$ cat config.mk
export PLATFORM = sky130hd
export DESIGN_NAME = kiss_fsm_engine
export DESIGN_NICKNAME = d
export VERILOG_FILES = /design/src/rtl/kiss_fsm_pkg.sv /design/src/rtl/kiss_fsm_engine_table.sv /design/src/rtl/kiss_fsm_engine.sv
export SDC_FILE = /design/constraint.sdc
export NUM_CORES = 1
export LEC_CHECK = 0
export CELL_PAD_IN_SITES_DETAIL_PLACEMENT = 1
export CELL_PAD_IN_SITES_GLOBAL_PLACEMENT = 2
export CORE_UTILIZATION = 50
export CTS_BUF_LIST = sky130_fd_sc_hd__clkbuf_16
export DETAILED_ROUTE_END_ITERATION = 12
export DONT_BUFFER_PORTS = 1
export PLACE_DENSITY_LB_ADDON = 0.1
export SLEW_MARGIN = 15
export SYNTH_ARGS = -nofsm -noshare
export SYNTH_HDL_FRONTEND = slang
export SYNTH_HIERARCHICAL = 1
export SYNTH_SLANG_ARGS = --single-unit
$ cat constraint.sdc
create_clock -name clk -period 7.3 [get_ports clk]
set_clock_uncertainty 0.1 [all_clocks]
set_input_delay 1.825 -clock clk [delete_from_list [all_inputs] [get_ports clk]]
set_output_delay 1.825 -clock clk [all_outputs]
set_load 0.01 [all_outputs]
$ cat src/rtl/kiss_fsm_pkg.sv
// kiss_fsm_pkg: shared controller type, width helpers and entry packing for the table-driven FSM engine
package kiss_fsm_pkg;

    typedef enum logic {CFG, RUN} ctl_e;

    localparam int ENT_OUT_LSB = 0;

    function automatic int sw_f(input int n_state);
        return ($clog2(n_state) > 1) ? $clog2(n_state) : 1;
    endfunction

    function automatic int depth_f(input int n_state, input int n_in);
        return n_state << n_in;
    endfunction

    function automatic int ew_f(input int sw, input int n_out);
        return sw + n_out;
    endfunction

endpackage

$ cat src/rtl/kiss_fsm_engine_table.sv
// kiss_fsm_table: transition/output storage, synchronous write and asynchronous read, no reset on contents
module kiss_fsm_table #(
    parameter int AW    = 5,
    parameter int DEPTH = 32,
    parameter int EW    = 6
) (
    input  logic          clk,
    input  logic          we,
    input  logic [AW-1:0] waddr,
    input  logic [EW-1:0] wdata,
    input  logic [AW-1:0] raddr,
    output logic [EW-1:0] rdata
);

    logic [EW-1:0] mem [DEPTH];

    // Table entry write during configuration
    always_ff @(posedge clk)
        if (we) mem[waddr] <= wdata;

    assign rdata = mem[raddr];

endmodule

$ cat src/rtl/kiss_fsm_engine.sv
// kiss_fsm_engine: RAM-loaded Mealy FSM engine; optional toggle-activity counter under FSM_ACTIVITY_CNT_EN
module kiss_fsm_engine
    import kiss_fsm_pkg::*;
#(
    parameter int N_IN      = 2,
    parameter int N_OUT     = 3,
    parameter int N_STATE   = 8,
    parameter int RST_STATE = 0,
    localparam int SW       = sw_f(N_STATE)
) (
    input  logic              clk,
    input  logic              rst,
`ifdef FSM_ACTIVITY_CNT_EN
    input  logic              act_clr,
    output logic [31:0]       act_count,
`endif
    input  logic              cfg_valid,
    output logic              cfg_ready,
    input  logic [SW+N_OUT-1:0] cfg_data,
    input  logic              cfg_restart,
    input  logic              in_valid,
    output logic              in_ready,
    input  logic [N_IN-1:0]   in_data,
    output logic              out_valid,
    input  logic              out_ready,
    output logic [N_OUT-1:0]  out_data,
    output logic [SW-1:0]     out_state,
    output logic              running,
    output logic              err
);

    localparam int DEPTH = depth_f(N_STATE, N_IN);
    localparam int AW    = SW + N_IN;
    localparam int EW    = ew_f(SW, N_OUT);
    localparam logic [SW-1:0] RST_S = SW'(RST_STATE);
    // One bit per encodable state code, set where the code names a real state
    localparam logic [(1<<SW)-1:0] LEGAL = {(1<<SW){1'b1}} >> ((1<<SW) - N_STATE);

    ctl_e            ctl;
    logic [AW-1:0]   ptr;
    logic [SW-1:0]   cur_state;
    logic [EW-1:0]   rd_entry;
    logic [N_OUT-1:0] nxt_out;
    logic [SW-1:0]   nxt_raw;
    logic [SW-1:0]   nxt_state;
    logic            cfg_fire;
    logic            fire;
    logic            last;
    logic            illegal;

    assign cfg_ready = ctl == CFG;
    assign running   = ctl == RUN;
    assign in_ready  = running && (!out_valid || out_ready);
    assign fire      = in_valid && in_ready && !cfg_restart;
    assign cfg_fire  = cfg_valid && cfg_ready && !cfg_restart;
    assign last      = ptr == AW'(DEPTH - 1);
    assign nxt_out   = rd_entry[ENT_OUT_LSB +: N_OUT];
    assign nxt_raw   = rd_entry[ENT_OUT_LSB + N_OUT +: SW];
    assign illegal   = !LEGAL[nxt_raw];
    assign nxt_state = illegal ? RST_S : nxt_raw;

    kiss_fsm_table #(.AW(AW), .DEPTH(DEPTH), .EW(EW)) u_table (
        .clk   (clk),
        .we    (cfg_fire),
        .waddr (ptr),
        .wdata (cfg_data),
        .raddr ({cur_state, in_data}),
        .rdata (rd_entry)
    );

    // Controller, load pointer, FSM state and registered result; restart beats a same-cycle fire
    always_ff @(posedge clk) begin
        if (rst) begin
            ctl       <= CFG;
            ptr       <= '0;
            cur_state <= RST_S;
            out_valid <= 1'b0;
            out_data  <= '0;
            out_state <= RST_S;
            err       <= 1'b0;
        end else if (cfg_restart) begin
            ctl       <= CFG;
            ptr       <= '0;
            cur_state <= RST_S;
            out_valid <= 1'b0;
        end else if (cfg_fire) begin
            ptr <= last ? '0 : ptr + AW'(1);
            ctl <= last ? RUN : CFG;
        end else if (fire) begin
            out_valid <= 1'b1;
            out_data  <= nxt_out;
            out_state <= nxt_state;
            cur_state <= nxt_state;
            err       <= err | illegal;
        end else if (out_ready) begin
            out_valid <= 1'b0;
        end
    end

`ifdef FSM_ACTIVITY_CNT_EN
    logic [32:0] act_sum;

    assign act_sum = {1'b0, act_count}
                   + 33'($countones(nxt_out ^ out_data))
                   + 33'($countones(nxt_state ^ cur_state));

    // Saturating toggle count per fire; clear has priority over a same-cycle increment
    always_ff @(posedge clk) begin
        if (rst || act_clr) act_count <= '0;
        else if (fire) act_count <= act_sum[32] ? '1 : act_sum[31:0];
    end
`endif

endmodule
; ---- Word level (Yosys, flattened, before mapping)
; Memories as Yosys holds them, arrays and structs flattened.
; Cells that the tools add are included.
[totals]
reg_bits = 17
mem_bits_rw = 192
mem_bits_ro = 8
out_inout_bits = 11
wordCells = 38
n_memories = 2
[mem_list]
columns = name, depth, width, read_ports, rd_clocked_by_memory_dff, wr, line_no
row1 = u_table.mem, 32, 6, 1, 0, 1, kiss_fsm_engine_table.sv:15  ; logic [EW-1:0] mem [DEPTH];
row2 = (no name shown), 8, 1, 1, 0, 0, kiss_fsm_engine.sv:59  ; assign illegal = !LEGAL[nxt_raw];
[classes]
n_addsub = 1
order_cmp = 1
n_eq_ne = 1
n_mux = 8
bitwise_logic = 4
reduce_logical = 14
[op_table]
columns = cell, count
row1 = $mux 1, 6
row2 = $add 5x1->5 const B, 1
row3 = $eq 5x5->1 const B, 1
row4 = $logic_and 1x1->1, 5
row5 = $mux 5, 1
row6 = $lt 3x4->1 const B, 1
row7 = $reduce_and 2->1, 2
row8 = $logic_not 1->1, 3
row9 = $mux 3, 1
row10 = $not 1->1, 3
row11 = $reduce_and 3->1, 1
row12 = $reduce_bool 2->1, 1
row13 = $reduce_or 2->1, 1
row14 = $logic_or 1x1->1, 1
row15 = $or 1x1->1, 1

; ---- Depth between registers and ports, before layout
; Gate-level depths: netlist (run 1).
[depth]
ltp_word = 7
depth_mapped = 7

; ---- Modules after synthesis
; Netlist (run 1), hierarchy kept.
[by_module_without_submodules]
columns = module, n_inst, cells_each, area_each_um2, seq_area_each_um2
row1 = kiss_fsm_table, 1, 317, 7469.7, 5765.5
row2 = kiss_fsm_engine, 1, 81, 699.4, 320.3

; ---- Worst setup path before layout (run 1)
; No wires, ideal clock.
[synth_timing]
kind = input -> output
from = input port out_ready
to = output port in_ready
arrival_ns = 2.104
t_required_ns = 5.375
slack_ns = 3.271
stages = 2
n_path_buf = 0
cell_sequence = nor2b_1 > nor2_1
[synth_between]
elab_chain_cells = 2
[synth_rtl]
columns = element, line_no
row1 = from (decl), kiss_fsm_engine.sv:25  ; input logic out_ready,
row2 = $logic_or 1x1->1, kiss_fsm_engine.sv:53  ; assign in_ready = running && (!out_valid || out_ready);
row3 = $logic_and 1x1->1, kiss_fsm_engine.sv:53
row4 = to (decl), kiss_fsm_engine.sv:22  ; output logic in_ready,
; Every way passes these cells.

; ---- Worst setup path in the final report (run 1)
; Ends and elaborated chain as after synthesis.

==> impl_metrics.json, run 1 <==
{
  "critPathTopFamily": "simple AND/OR/NAND/NOR gates",
  "layout.nets": 421,
  "ios": 25,
  "wl_per_cell_microns": 25.20,
  "crit_path_end_kind": "primary output",
  "worst_slack_ns": 3.176,
  "fill_cells": 1391,
  "worstPathMaxFanout": 5,
  "maxCapViolCount": 0,
  "layout_commonest_cell": "edfxtp_1",
  "post_cts_resized": 0,
  "final_cell_mix": "edfxtp_1, mux4_2, nor2_1",
  "crit_type": "in -> out",
  "r2r_slack_ns": 4.53,
  "cp_cell_sequence": "nor2b_1 -> nor2_1",
  "finalCritPeriodShare_pct": 56.50,
  "drcViolationCount": 0,
  "fin_cells": 636,
  "grt_antenna_before_repair": 0,
  "hp-class": "reg -> reg",
  "worstSkewPairLatency_ns": 0.51,
  "slew_headroom_pct": 51.11,
  "yosysSeqAreaShare_pct": 74.50,
  "power.total_mw": 2.381,
  "post-place-ws_ns": 3.139,
  "cts-root-buf": "clkbuf_16",
  "worstMarginPinSlew_ns": 0.7333,
  "maxSlewViolCount": 0,
  "final_util_pct": 56.59,
  "cts-buffers-inserted": 22,
  "port-buffer-count": 0,
  "grt_pass1_vias": 3911,
  "start_util_pct": 51.24,
  "htreeDepth": 1,
  "yosysWarnings": 6,
  "cts_hold_repair.buffers": 0,
  "stdcell_area_sq_mm": 0.009022,
  "cts_sinks": 208,
  "dp_hpwl_mm": 10.20,
  "drtAntennaViolNets": 0,
  "startpoint_type": "input pin",
  "syn_nets": 414,
  "ys_ff_latch": 208,
  "hold_slack_ns": 0.4213,
  "initialDrtViolationCount": 187,
  "dr.pass1.iters": 4,
  "dieHeight_microns": 129.8,
  "placed_cell_area_sq_mm": 0.008351,
  "die_w_microns": 129.8,
  "crit_buf_inv": 0,
  "grt_use_total_pct": 20.53,
  "grt_pass1_wl_mm": 24.51,
  "power.density_mw_per_mm2": 263.8,
  "max_stage_delay_ns": 0.24,
  "period_needed_ns": 4.124,
  "finalHoldViolCount": 0,
  "cts_setup_buffers": 0,
  "syn_area_per_cell_sq_um": 20.53,
  "dp.cells": 597,
  "netlist_area_sq_mm": 0.008169,
  "core.rowCount": 46,
  "crit_slowest_cell": "nor2b_1",
  "ir_worst_vdd_mv": 0.1789,
  "grt_max_degree": 50,
  "required_ns": 5.38,
  "routabilityCongestion": 0.7585,
  "gr-total-overflow": 0,
  "drt-total-wl_mm": 16.03,
  "critical_path_arrival_ns": 2.20,
  "drive_gt1_share_pct": 24.76,
  "cts_tree": "yes",
  "clk_path_buf_depth": 3,
  "rsz0062_at_grt": "no",
  "antenna_cells": 0,
  "outcome": "finished, final reports clean",
  "die_area_sq_mm": 0.01685,
  "ys_types": 30,
  "via_per_inst": 5.761,
  "p_leak_nw": 2.730,
  "setup_tns_ns": 0,
  "clk_pin_slew_ns": 0.06,
  "syn2layout_area_growth_pct": 10.45,
  "setup_viol": 0,
  "vias": 3664,
  "syn_inst": 398,
  "timing.fmax_ghz": 0.2425,
  "core_sq_mm": 0.01594
}
area by class of cell:
| class | instances | area (sq um) | share of cell area (%) |
|---|---|---|---|
| flip-flops and latches | 208 | 6087 | 67.47 |
| clock inverters | 16 | 96.34 | 1.068 |
| multi-input cells | 169 | 1974 | 21.88 |
| repair buffers | 1 | 7.507 | 0.08321 |
| well taps | 216 | 270.3 | 2.995 |
| inverters | 3 | 11.26 | 0.1248 |
| clock buffers | 23 | 575.6 | 6.379 |
cells in the mapped netlist, drive strengths merged:
cell,number,share of area [%]
nand2,11,0.51
nand3b,6,0.55
clkbuf,9,0.41
edfxtp,192,71
mux4,60,17
and3,1,0.077
nand3,3,0.18
nor2,38,1.7
buf,9,0.78
nor2b,1,0.077
a31oi,2,0.15
or3,2,0.15
dfxtp,16,3.9
nand2b,9,0.69
or2,1,0.077
mux2,6,0.83
mux2i,3,0.37
ha,2,0.31
or3b,4,0.43
or4b,4,0.49
inv,3,0.14
o21ai,8,0.49
conb,1,0.046
or4,1,0.092
a21oi,6,0.37
power breakdown:
part	switching, mW	internal (mW)	total [mW]
clock	0.436	0.602	1.04
combinational	0.0134	0.0266	0.0400
sequential	0.000803	1.30	1.30
total	0.450	1.93	2.38
cells by family (layout without fill, tap and decap cells):
family / count (synthesis) / after routing / synth area share, %
AO/OA/AOI/OAI: 16 / 16 / 1.011
adder cells (fa/ha/maj): 2 / 2 / 0.3063
buffers and inverters: 21 / 43 / 1.332
flip-flops: 208 / 208 / 74.50
multiplexers: 69 / 69 / 17.74
other: 1 / 1 / 0.04590
AND/OR/NAND/NOR: 81 / 81 / 5.070
registers in the layout (all words and copies together), names as in the netlist:
signal / count
cur_state: 3
out_data: 3
u_table/mem: 192
ptr: 5
out_state: 3
out_valid: 1
running: 1
final timing paths:
kind | start | end | cells after the start
max reg2reg | running$_SDFFE_PP0P_ | u_table/mem[0][0]$_DFFE_PP_ | 4
min | out_data[2]$_SDFFE_PP0P_ | out_data[2]$_SDFFE_PP0P_ | 2
min reg2reg | out_data[2]$_SDFFE_PP0P_ | out_data[2]$_SDFFE_PP0P_ | 2
max | out_ready | in_ready | 2
per-layer routing:
layer / GRT usage [%] / share of wire [%] / vias up / routed length [microns]
met2: 31.90 / 47 / 66 / 7570
met1: 30.74 / 47 / 1937 / 7579
li1: - / - / 1639 / -
met3: 3.280 / 3.8 / 22 / 616
met4: 5.267 / 1.6 / 0 / 264
met5: 0 / 0 / - / 0
(Power assumes the default switching activity.)
==> run 2, diff against run 1 <==
Clock period 7.3 ns to 3.9 ns, I/O delays scaled along.
==> impl_metrics.json, run 2 (synthesis gave the netlist of run 1 again) <==
{
  "outcome": "finished, final reports clean",
  "vias": 3810,
  "worstSkewPairLatency_ns": 0.50,
  "p_clk_share_pct": 44.7,
  "swShare_pct": 18.92,
  "via_per_inst": 5.981,
  "p_int_mw": 3.688,
  "drtAntennaViolNets": 0,
  "layout.nets": 421,
  "grt_pass1_vias": 3850,
  "p_sw_mw": 0.8604,
  "grt_pass1_wl_mm": 24.36,
  "drive_gt1_share_pct": 25.42,
  "post_cts_resized": 0,
  "finalHoldViolCount": 0,
  "initialDrtViolationCount": 232,
  "worst_slack_ns": 1.146,
  "cts_tree": "yes",
  "grt_use_total_pct": 20.55,
  "hp-start": "out_data[2]$_SDFFE_PP0P_",
  "dr.pass1.iters": 4,
  "cts-buffers-inserted": 22,
  "antenna_cells": 0,
  "crit_buf_inv": 1,
  "crit_slowest_cell": "or3b_2",
  "r2r_start": "running$_SDFFE_PP0P_",
  "ios": 25,
  "start_util_pct": 51.24,
  "cp_cell_sequence": "or3b_1 -> inv_1 -> or3b_2 -> nor2_1",
  "maxCapViolCount": 0,
  "r2r_slack_ns": 1.19,
  "cts_setup_buffers": 0,
  "gr-total-overflow": 0,
  "fill_cells": 1376,
  "critical_path_arrival_ns": 2.78,
  "maxSlewViolCount": 0,
  "top_regs": "u_table/mem x192, ptr x5",
  "period_needed_ns": 2.754,
  "max_stage_delay_ns": 0.64,
  "wl_per_cell_microns": 25.56,
  "whs_endpoint": "out_data[2]$_SDFFE_PP0P_",
  "core_sq_mm": 0.01594,
  "routabilityCongestion": 0.7343,
  "drt-total-wl_mm": 16.28,
  "die_area_sq_mm": 0.01685,
  "final_cell_mix": "edfxtp_1, mux4_2, nor2_1",
  "grt_max_degree": 50,
  "largest_reg_flops": 192,
  "die_w_microns": 129.8,
  "drcViolationCount": 0,
  "rsz0062_at_grt": "no",
  "startpoint_type": "input pin",
  "p_leak_nw": 2.748,
  "core.rowCount": 46,
  "htreeDepth": 1,
  "timing.fmax_ghz": 0.3632,
  "required_ns": 3.93,
  "hold_depth": 2,
  "slew_headroom_pct": 56.68,
  "dp_hpwl_mm": 10.51,
  "hp-class": "reg -> reg",
  "p_comb_share_pct": 1.7,
  "post-place-ws_ns": 0.6335,
  "clk_pin_slew_ns": 0.06,
  "finalCritPeriodShare_pct": 70.61,
  "setup_viol": 0,
  "worstPathMaxFanout": 9,
  "regToRegEndpoint": "u_table/mem[24][1]$_DFFE_PP_",
  "clk_path_buf_depth": 3,
  "power.density_mw_per_mm2": 501.4,
  "port-buffer-count": 0,
  "largest-register": "u_table/mem",
  "crit_path_end_kind": "flip-flop",
  "layout_commonest_cell": "edfxtp_1",
  "syn2layout_area_growth_pct": 11.03,
  "crit_start": "cfg_restart",
  "dieHeight_microns": 129.8,
  "critPathTopFamily": "simple AND/OR/NAND/NOR gates",
  "worstMarginPinSlew_ns": 0.6474,
  "cts-root-buf": "clkbuf_16",
  "setup_tns_ns": 0,
  "cts_sinks": 208,
  "power.total_mw": 4.548,
  "crit_type": "in -> reg",
  "ir_worst_vdd_mv": 0.3609,
  "grt_antenna_before_repair": 0,
  "r2r_cells": 4,
  "seq_power_share_pct": 53.6,
  "cts_hold_repair.buffers": 0
}
[run 2: worst register-to-register path, cell delays in order (launching register included)]
cell and delay (ns):
dfxtp_1 0.38, or3b_1 0.52, inv_1 0.24, or3b_2 0.64, nor2_1 0.46
[run 2: how the worst max path moves through the flow]
stage,slack [ns],depth (start not counted),end
after floorplan,0.91,7,cur_state[0]$_SDFFE_PP0P_
after global placement,0.70,4,u_table/mem[0][5]$_DFFE_PP_
after detailed placement,0.63,4,u_table/mem[24][5]$_DFFE_PP_
after CTS,1.17,4,u_table/mem[8][4]$_DFFE_PP_
after global routing,1.07,4,u_table/mem[0][4]$_DFFE_PP_
final,1.15,4,u_table/mem[24][1]$_DFFE_PP_
[run 2: power groups by stage]
stage / sequential, mW / clock, mW / combinational [mW]
floorplan: 2.49 / 0 / 0.0786
global route: 2.44 / 2.13 / 0.0781
CTS: 2.44 / 2.06 / 0.0758
detailed placement: 2.49 / 0 / 0.0755
finish: 2.44 / 2.03 / 0.0753
global placement: 2.49 / 0 / 0.0754
[run 2: metrics by stage]
stage	hold slack [ns]	utilization, %	cell area (sq um)	cells
floorplan	0.3348	-	8169	398
global placement	0.4101	52.46	8363	597
detailed placement	0.4150	52.46	8363	597
CTS	0.4228	56.89	9070	637
global route	0.4527	56.89	9070	637
finish	0.4173	56.89	9070	637
[run 2: routing by layer]
layer | GRT usage [%] | vias up | wire length, microns
li1 | - | 1637 | -
met4 | 6.088 | 0 | 359
met3 | 3.321 | 22 | 735
met2 | 30.83 | 100 | 7500
met5 | 0 | - | 0
met1 | 31.43 | 2051 | 7686
[run 2: area by class of cell]
| class | count | area [sq um] | share of cell area, % |
|---|---|---|---|
| clock buffer | 23 | 575.6 | 6.346 |
| clock inverter | 17 | 131.4 | 1.448 |
| inverter | 3 | 11.26 | 0.1242 |
| multi-input combinational | 169 | 1974 | 21.77 |
| sequential | 208 | 6087 | 67.11 |
| tap | 216 | 270.3 | 2.980 |
| timing repair buffer | 1 | 20.02 | 0.2207 |
